File: src/rtl/fetch_unit.sv
// rtl/fetch_unit.sv - instruction fetch: PC, imem req/gnt/rvalid, in-order buffer toward decode
// Optional misaligned-redirect fault: FETCH_ALIGN_CHECK_EN.
module fetch_unit #(
  parameter logic [31:0] BOOT_ADDR = 32'h0000_0000,
  parameter int unsigned DEPTH     = 2
) (
  input  logic        clk_i,
  input  logic        rst_ni,
  output logic        imem_req_o,
  output logic [31:0] imem_addr_o,
  input  logic        imem_gnt_i,
  input  logic        imem_rvalid_i,
  input  logic [31:0] imem_rdata_i,
  input  logic        redirect_i,
  input  logic [31:0] redirect_pc_i,
  output logic        inst_valid_o,
  input  logic        inst_ready_i,
  output logic [31:0] inst_o,
  output logic [31:0] pc_o
`ifdef FETCH_ALIGN_CHECK_EN
  ,
  output logic        fetch_fault_o
`endif
);
  localparam int unsigned PW = $clog2(DEPTH);
  localparam int unsigned CW = PW + 1;
  typedef logic [PW-1:0] ptr_t;
  typedef logic [CW-1:0] cnt_t;
  localparam ptr_t PTR_ONE   = ptr_t'(1);
  localparam cnt_t CNT_ONE   = cnt_t'(1);
  localparam cnt_t CNT_DEPTH = cnt_t'(DEPTH);

  typedef enum logic [1:0] {S_BOOT, S_RUN, S_FLUSH} state_e;

  state_e      state_q, state_d;
  logic [31:0] pc_q, pc_d;
  cnt_t        out_q, out_d;
  cnt_t        stale_q, stale_d;
  cnt_t        cnt_q, cnt_d;
  ptr_t        fifo_rd_q, fifo_rd_d, fifo_wr_q, fifo_wr_d;
  ptr_t        rq_rd_q, rq_rd_d, rq_wr_q, rq_wr_d;
  logic [31:0] fifo_inst_q [DEPTH];
  logic [31:0] fifo_inst_d [DEPTH];
  logic [31:0] fifo_pc_q [DEPTH];
  logic [31:0] fifo_pc_d [DEPTH];
  logic [31:0] rq_pc_q [DEPTH];
  logic [31:0] rq_pc_d [DEPTH];
  logic        fault_q, fault_d;

  logic        redirect_act, redirect_bad;
  logic [31:0] redirect_tgt;
  logic [CW:0] inflight;
  logic        credit_ok, gnt_fire, rsp_stale, rsp_live, push_fire, pop_fire;

`ifdef FETCH_ALIGN_CHECK_EN
  assign redirect_tgt  = redirect_pc_i;
  assign redirect_bad  = |redirect_pc_i[1:0];
  assign fetch_fault_o = fault_q;
`else
  assign redirect_tgt  = redirect_pc_i & 32'hFFFF_FFFC;
  assign redirect_bad  = 1'b0;
`endif

  // Credits cover both words in flight and words already buffered, so a push never overflows.
  assign inflight     = {1'b0, out_q} + {1'b0, cnt_q};
  assign credit_ok    = inflight < {1'b0, CNT_DEPTH};
  assign redirect_act = redirect_i && (state_q != S_BOOT);
  assign imem_req_o   = (state_q == S_RUN) && credit_ok && !redirect_i && !fault_q;
  assign imem_addr_o  = pc_q;
  assign gnt_fire     = imem_req_o && imem_gnt_i;
  assign rsp_stale    = imem_rvalid_i && (stale_q != '0);
  assign rsp_live     = imem_rvalid_i && (stale_q == '0);
  assign push_fire    = rsp_live && !redirect_act;
  assign inst_valid_o = (cnt_q != '0);
  assign pop_fire     = inst_valid_o && inst_ready_i;
  assign inst_o       = fifo_inst_q[fifo_rd_q];
  assign pc_o         = fifo_pc_q[fifo_rd_q];

  always_comb begin
    state_d     = state_q;
    pc_d        = pc_q;
    out_d       = out_q;
    stale_d     = stale_q;
    cnt_d       = cnt_q;
    fifo_rd_d   = fifo_rd_q;
    fifo_wr_d   = fifo_wr_q;
    rq_rd_d     = rq_rd_q;
    rq_wr_d     = rq_wr_q;
    fifo_inst_d = fifo_inst_q;
    fifo_pc_d   = fifo_pc_q;
    rq_pc_d     = rq_pc_q;
    fault_d     = fault_q;

    if (gnt_fire) begin
      pc_d             = pc_q + 32'd4;
      rq_pc_d[rq_wr_q] = pc_q;
      rq_wr_d          = rq_wr_q + PTR_ONE;
    end
    if (rsp_stale) stale_d = stale_q - CNT_ONE;
    if (rsp_live) rq_rd_d = rq_rd_q + PTR_ONE;
    if (push_fire) begin
      fifo_inst_d[fifo_wr_q] = imem_rdata_i;
      fifo_pc_d[fifo_wr_q]   = rq_pc_q[rq_rd_q];
      fifo_wr_d              = fifo_wr_q + PTR_ONE;
    end
    if (pop_fire) fifo_rd_d = fifo_rd_q + PTR_ONE;
    out_d = out_q + cnt_t'(gnt_fire) - cnt_t'(rsp_live);
    cnt_d = cnt_q + cnt_t'(push_fire) - cnt_t'(pop_fire);

    case (state_q)
      S_BOOT:  state_d = S_RUN;
      S_RUN:   state_d = S_RUN;
      S_FLUSH: if (stale_d == '0) state_d = S_RUN;
      default: state_d = S_BOOT;
    endcase

    // Every in-flight request becomes stale; a response landing now has already been consumed.
    if (redirect_act) begin
      cnt_d     = '0;
      fifo_rd_d = '0;
      fifo_wr_d = '0;
      rq_rd_d   = '0;
      rq_wr_d   = '0;
      out_d     = '0;
      stale_d   = stale_q + out_q + cnt_t'(gnt_fire) - cnt_t'(imem_rvalid_i);
      pc_d      = redirect_tgt;
      fault_d   = redirect_bad;
      state_d   = ((state_q == S_FLUSH) || (stale_d != '0)) ? S_FLUSH : S_RUN;
    end
  end

  always_ff @(posedge clk_i or negedge rst_ni) begin
    if (!rst_ni) begin
      state_q     <= S_BOOT;
      pc_q        <= BOOT_ADDR;
      out_q       <= '0;
      stale_q     <= '0;
      cnt_q       <= '0;
      fifo_rd_q   <= '0;
      fifo_wr_q   <= '0;
      rq_rd_q     <= '0;
      rq_wr_q     <= '0;
      fifo_inst_q <= '{default: '0};
      fifo_pc_q   <= '{default: '0};
      rq_pc_q     <= '{default: '0};
      fault_q     <= 1'b0;
    end else begin
      state_q     <= state_d;
      pc_q        <= pc_d;
      out_q       <= out_d;
      stale_q     <= stale_d;
      cnt_q       <= cnt_d;
      fifo_rd_q   <= fifo_rd_d;
      fifo_wr_q   <= fifo_wr_d;
      rq_rd_q     <= rq_rd_d;
      rq_wr_q     <= rq_wr_d;
      fifo_inst_q <= fifo_inst_d;
      fifo_pc_q   <= fifo_pc_d;
      rq_pc_q     <= rq_pc_d;
      fault_q     <= fault_d;
    end
  end

  no_push_when_full: assert property (@(posedge clk_i) disable iff (!rst_ni)
    !(push_fire && (cnt_q == CNT_DEPTH) && !pop_fire));

endmodule
File: config.mk
export PLATFORM = sky130hd
export DESIGN_NAME = fetch_unit
export DESIGN_NICKNAME = d
export VERILOG_FILES = /design/src/rtl/fetch_unit.sv
export SDC_FILE = /design/constraint.sdc
export NUM_CORES = 1
export LEC_CHECK = 0
export BUFFER_PORTS_ARGS = -buffer_cell sky130_fd_sc_hd__buf_2
export CAP_MARGIN = 20
export CORE_ASPECT_RATIO = 0.9
export CORE_MARGIN = 2
export CORE_UTILIZATION = 55
export CTS_BUF_LIST = sky130_fd_sc_hd__clkbuf_2 sky130_fd_sc_hd__clkbuf_4 sky130_fd_sc_hd__clkbuf_8
export DETAILED_ROUTE_END_ITERATION = 16
export MAX_ROUTING_LAYER = met4
export PLACE_DENSITY = 0.87
export SETUP_SLACK_MARGIN = 0.05
export SLEW_MARGIN = 10
export SYNTH_ARGS = -nofsm -noshare
export SYNTH_HDL_FRONTEND = slang
export SYNTH_SLANG_ARGS = --single-unit
File: constraint.sdc
create_clock -name clk_i -period 3.84 [get_ports clk_i]
set_clock_uncertainty 0.15 [all_clocks]
set_input_delay 0.384 -clock clk_i [delete_from_list [all_inputs] [get_ports clk_i]]
set_output_delay 0.384 -clock clk_i [all_outputs]
set_load 0.01 [all_outputs]
==> impl_metrics.toml <==
[timing]
fin_crit_ps = 3220
tns_ps = 0
slew_headroom_pct = 32.0
final_max_slew_viol_count = 0
setup_violations = 0
hold_viol_final = 0
worst_pin_slew_ps = 1020
min_period_over_period_pct = 83.9
rsz0062_at_grt = "false"
fmax_mhz = 310

[synth]
yosysWarnings = 0
synth_area_leaders = "dfrtp_1, mux2_2, mux2i_1, o21ai_0, nor2_1"
synth_edf_count = 0
ys_async_sr_fraction_pct = 100
syn-cell-area_um2 = 10200
synth_commonest_cells = "dfrtp_1, mux2_2, nor2_1"
syn_inst = 845
synth_most_common_cell = "dfrtp_1"
ys_seq_elements = 226
yosysTopAreaCellShare_pct = 55.3
syn_avg_cell_area_um2 = 12.1
synth_top_area_cell = "dfrtp_1"
synth-seq-area-share_pct = 55.3
yosysUniqueCellTypes = 43
synthFlopType = "dfrtp_1"

[global_routing]
grt_pass1_wl_um = 40400
antenna_found_initial = 0
overflow = 0
grt_pass1_vias = 7866
grt_usage_pct = 26.5
grt_max_degree = 122

[die]
fp.coreArea_um2 = 18300
die_y_um = 133
die-area_um2 = 19700
fp.dieW_um = 148
start_util_pct = 55.9
rows = 47
ios = 168

[cells_and_area]
nNetsFinal = 1145
antennaDiodeCount = 0
syn_to_final_growth_pct = 23.9
drive_gt1_share_pct = 39.7
final_util_pct = 69.3

[setup_path]
arrival_ps = 3520
cp-start-kind = "flop"
critPathCaptureType = "flop"
critPathKind = "flop to flop"
startpoint = "out_q[0]"
r2r_start = "out_q[0]"
critPathMaxFanout = 15
critPathRequiredTime_ps = 4140

[drt]
antenna_left = 0
drc_errors = 0
vias = 7625
avgRoutedWirePerCell_um = 18.7
via_per_inst = 5.72
first_pass_iters = 5
drt_iter0_markers = 426
wl_um = 25000

[placed_design]
gp_congestion = 0.890
io_buffers = 161
hpwl_um = 15300

[pwr]
cellLeakagePower_nw = 5.78
p_total_mw = 10.6
p_per_area_nw_per_um2 = 837
peakVddDrop_v = 0.000383

[clock_tree]
clock_latency_ps = 530
clk_pin_slew_ps = 70
tritoncts = "done"
cts_buffers = 37
htreeDepth = 2
cts.sinks = 226
post-cts-setup-buffers = 0
clockBufferDepth = 3
cts_root_buf = "clkbuf_8"

[min_path]
worstHoldStart = "redirect_pc_i[25]"
holdCritPathClass = "input port to flop"

[flow_run]
cap_violations = 0

[status]
status = "complete, no violations"
power breakdown:
part / leakage, nW / total (mW) / internal, mW / switching [mW]
sequential: 2.77 / 4.45 / 3.48 / 0.966
combinational: 2.60 / 3.96 / 2.04 / 1.91
clock: 0.413 / 2.21 / 1.28 / 0.933
total: 5.78 / 10.6 / 6.80 / 3.81
cells by family after synthesis:
| group | Yosys count | share of synthesized area [%] |
|---|---|---|
| XOR/XNOR | 20 | 1.71 |
| AO/OA/AOI/OAI | 121 | 6.73 |
| AND/OR/NAND/NOR | 189 | 9.11 |
| other | 1 | 0.0367 |
| adder cells (fa/ha/maj) | 9 | 1.25 |
| flip-flops | 226 | 55.3 |
| multiplexers | 216 | 23.4 |
| buffers and inverters | 63 | 2.47 |
area by class of cell:
class	count	area, µm²
Fill cell	1245	5610
Sequential cell	226	5660
Inverter	9	33.8
Clock buffer	58	736
Multi-Input combinational cell	559	4360
Tap cell	245	307
Clock inverter	4	47.5
Timing Repair Buffer	233	1540
sequential cells by signal, indices dropped and copies added, names as in the netlist:
signal / count
cnt_q: 2
fifo_inst_q: 64
fifo_pc_q: 60
fifo_rd_q: 1
fifo_wr_q: 1
imem_addr_o: 30
out_q: 2
rq_pc_q: 60
rq_rd_q: 1
rq_wr_q: 1
stale_q: 2
state_q: 2
critical path, stage by stage (launching register included):
cell and delay (ps):
dfrtp_1 420, and2_1 190, fa_1 490, or4b_4 600, or3_1 580, or4_1 550
a31oi_1 170
worst paths after layout:
check                      slack, ps         endpoint  depth (start not counted)
min in group asynchronous        310  fifo_inst_q[20]                          2
max in group asynchronous       2190  fifo_inst_q[41]                          3
setup / recovery                 620  imem_addr_o[27]                          6
hold reg to reg                  330    fifo_pc_q[59]                          2
setup reg to reg                 620  imem_addr_o[27]                          6
hold / removal                    20  imem_addr_o[25]                          3
per-stage QoR:
step	hold slack (ps)	cells	setup slack (ps)	cell area, µm²
global route	32.2	1334	490	12700
CTS	1.05	1334	623	12700
finish	23.8	1334	617	12700
floorplan	-61.6	848	834	10200
global placement	307	1213	702	11300
detailed placement	316	1213	639	11300
metal layers:
layer / vias up / routed length (µm) / track usage (%)
met5: - / 0 / -
met4: 0 / 647 / 8.49
met3: 51 / 1790 / 5.31
met2: 295 / 12400 / 43.1
met1: 3813 / 10200 / 33.8
li1: 3466 / - / -
what timing repair did:
item / in CTS / in global routing
hold buffers: 59 / 0
hold endpoints to repair: 207 / 0
gates resized for setup: 0 / 0
cell usage in the layout, fill, tap and decap left out, types with 4 or more instances in the layout:
cell / count
nand3_1: 14
buf_2: 160
a21oi_1: 31
o21ai_0: 48
and2_1: 7
dlygate4sd3_1: 59
nand4_1: 9
clkbuf_8: 48
inv_1: 9
clkbuf_4: 10
nand2_1: 56
o31ai_1: 13
or4_1: 15
and4_1: 4
buf_4: 10
or3_1: 7
mux2i_1: 30
ha_1: 7
xor2_1: 8
mux2_2: 186
dfrtp_1: 224
conb_1: 4
a31oi_1: 21
xnor2_1: 12
nor2_1: 57
No activity file was read; power rests on OpenSTA's default activity.
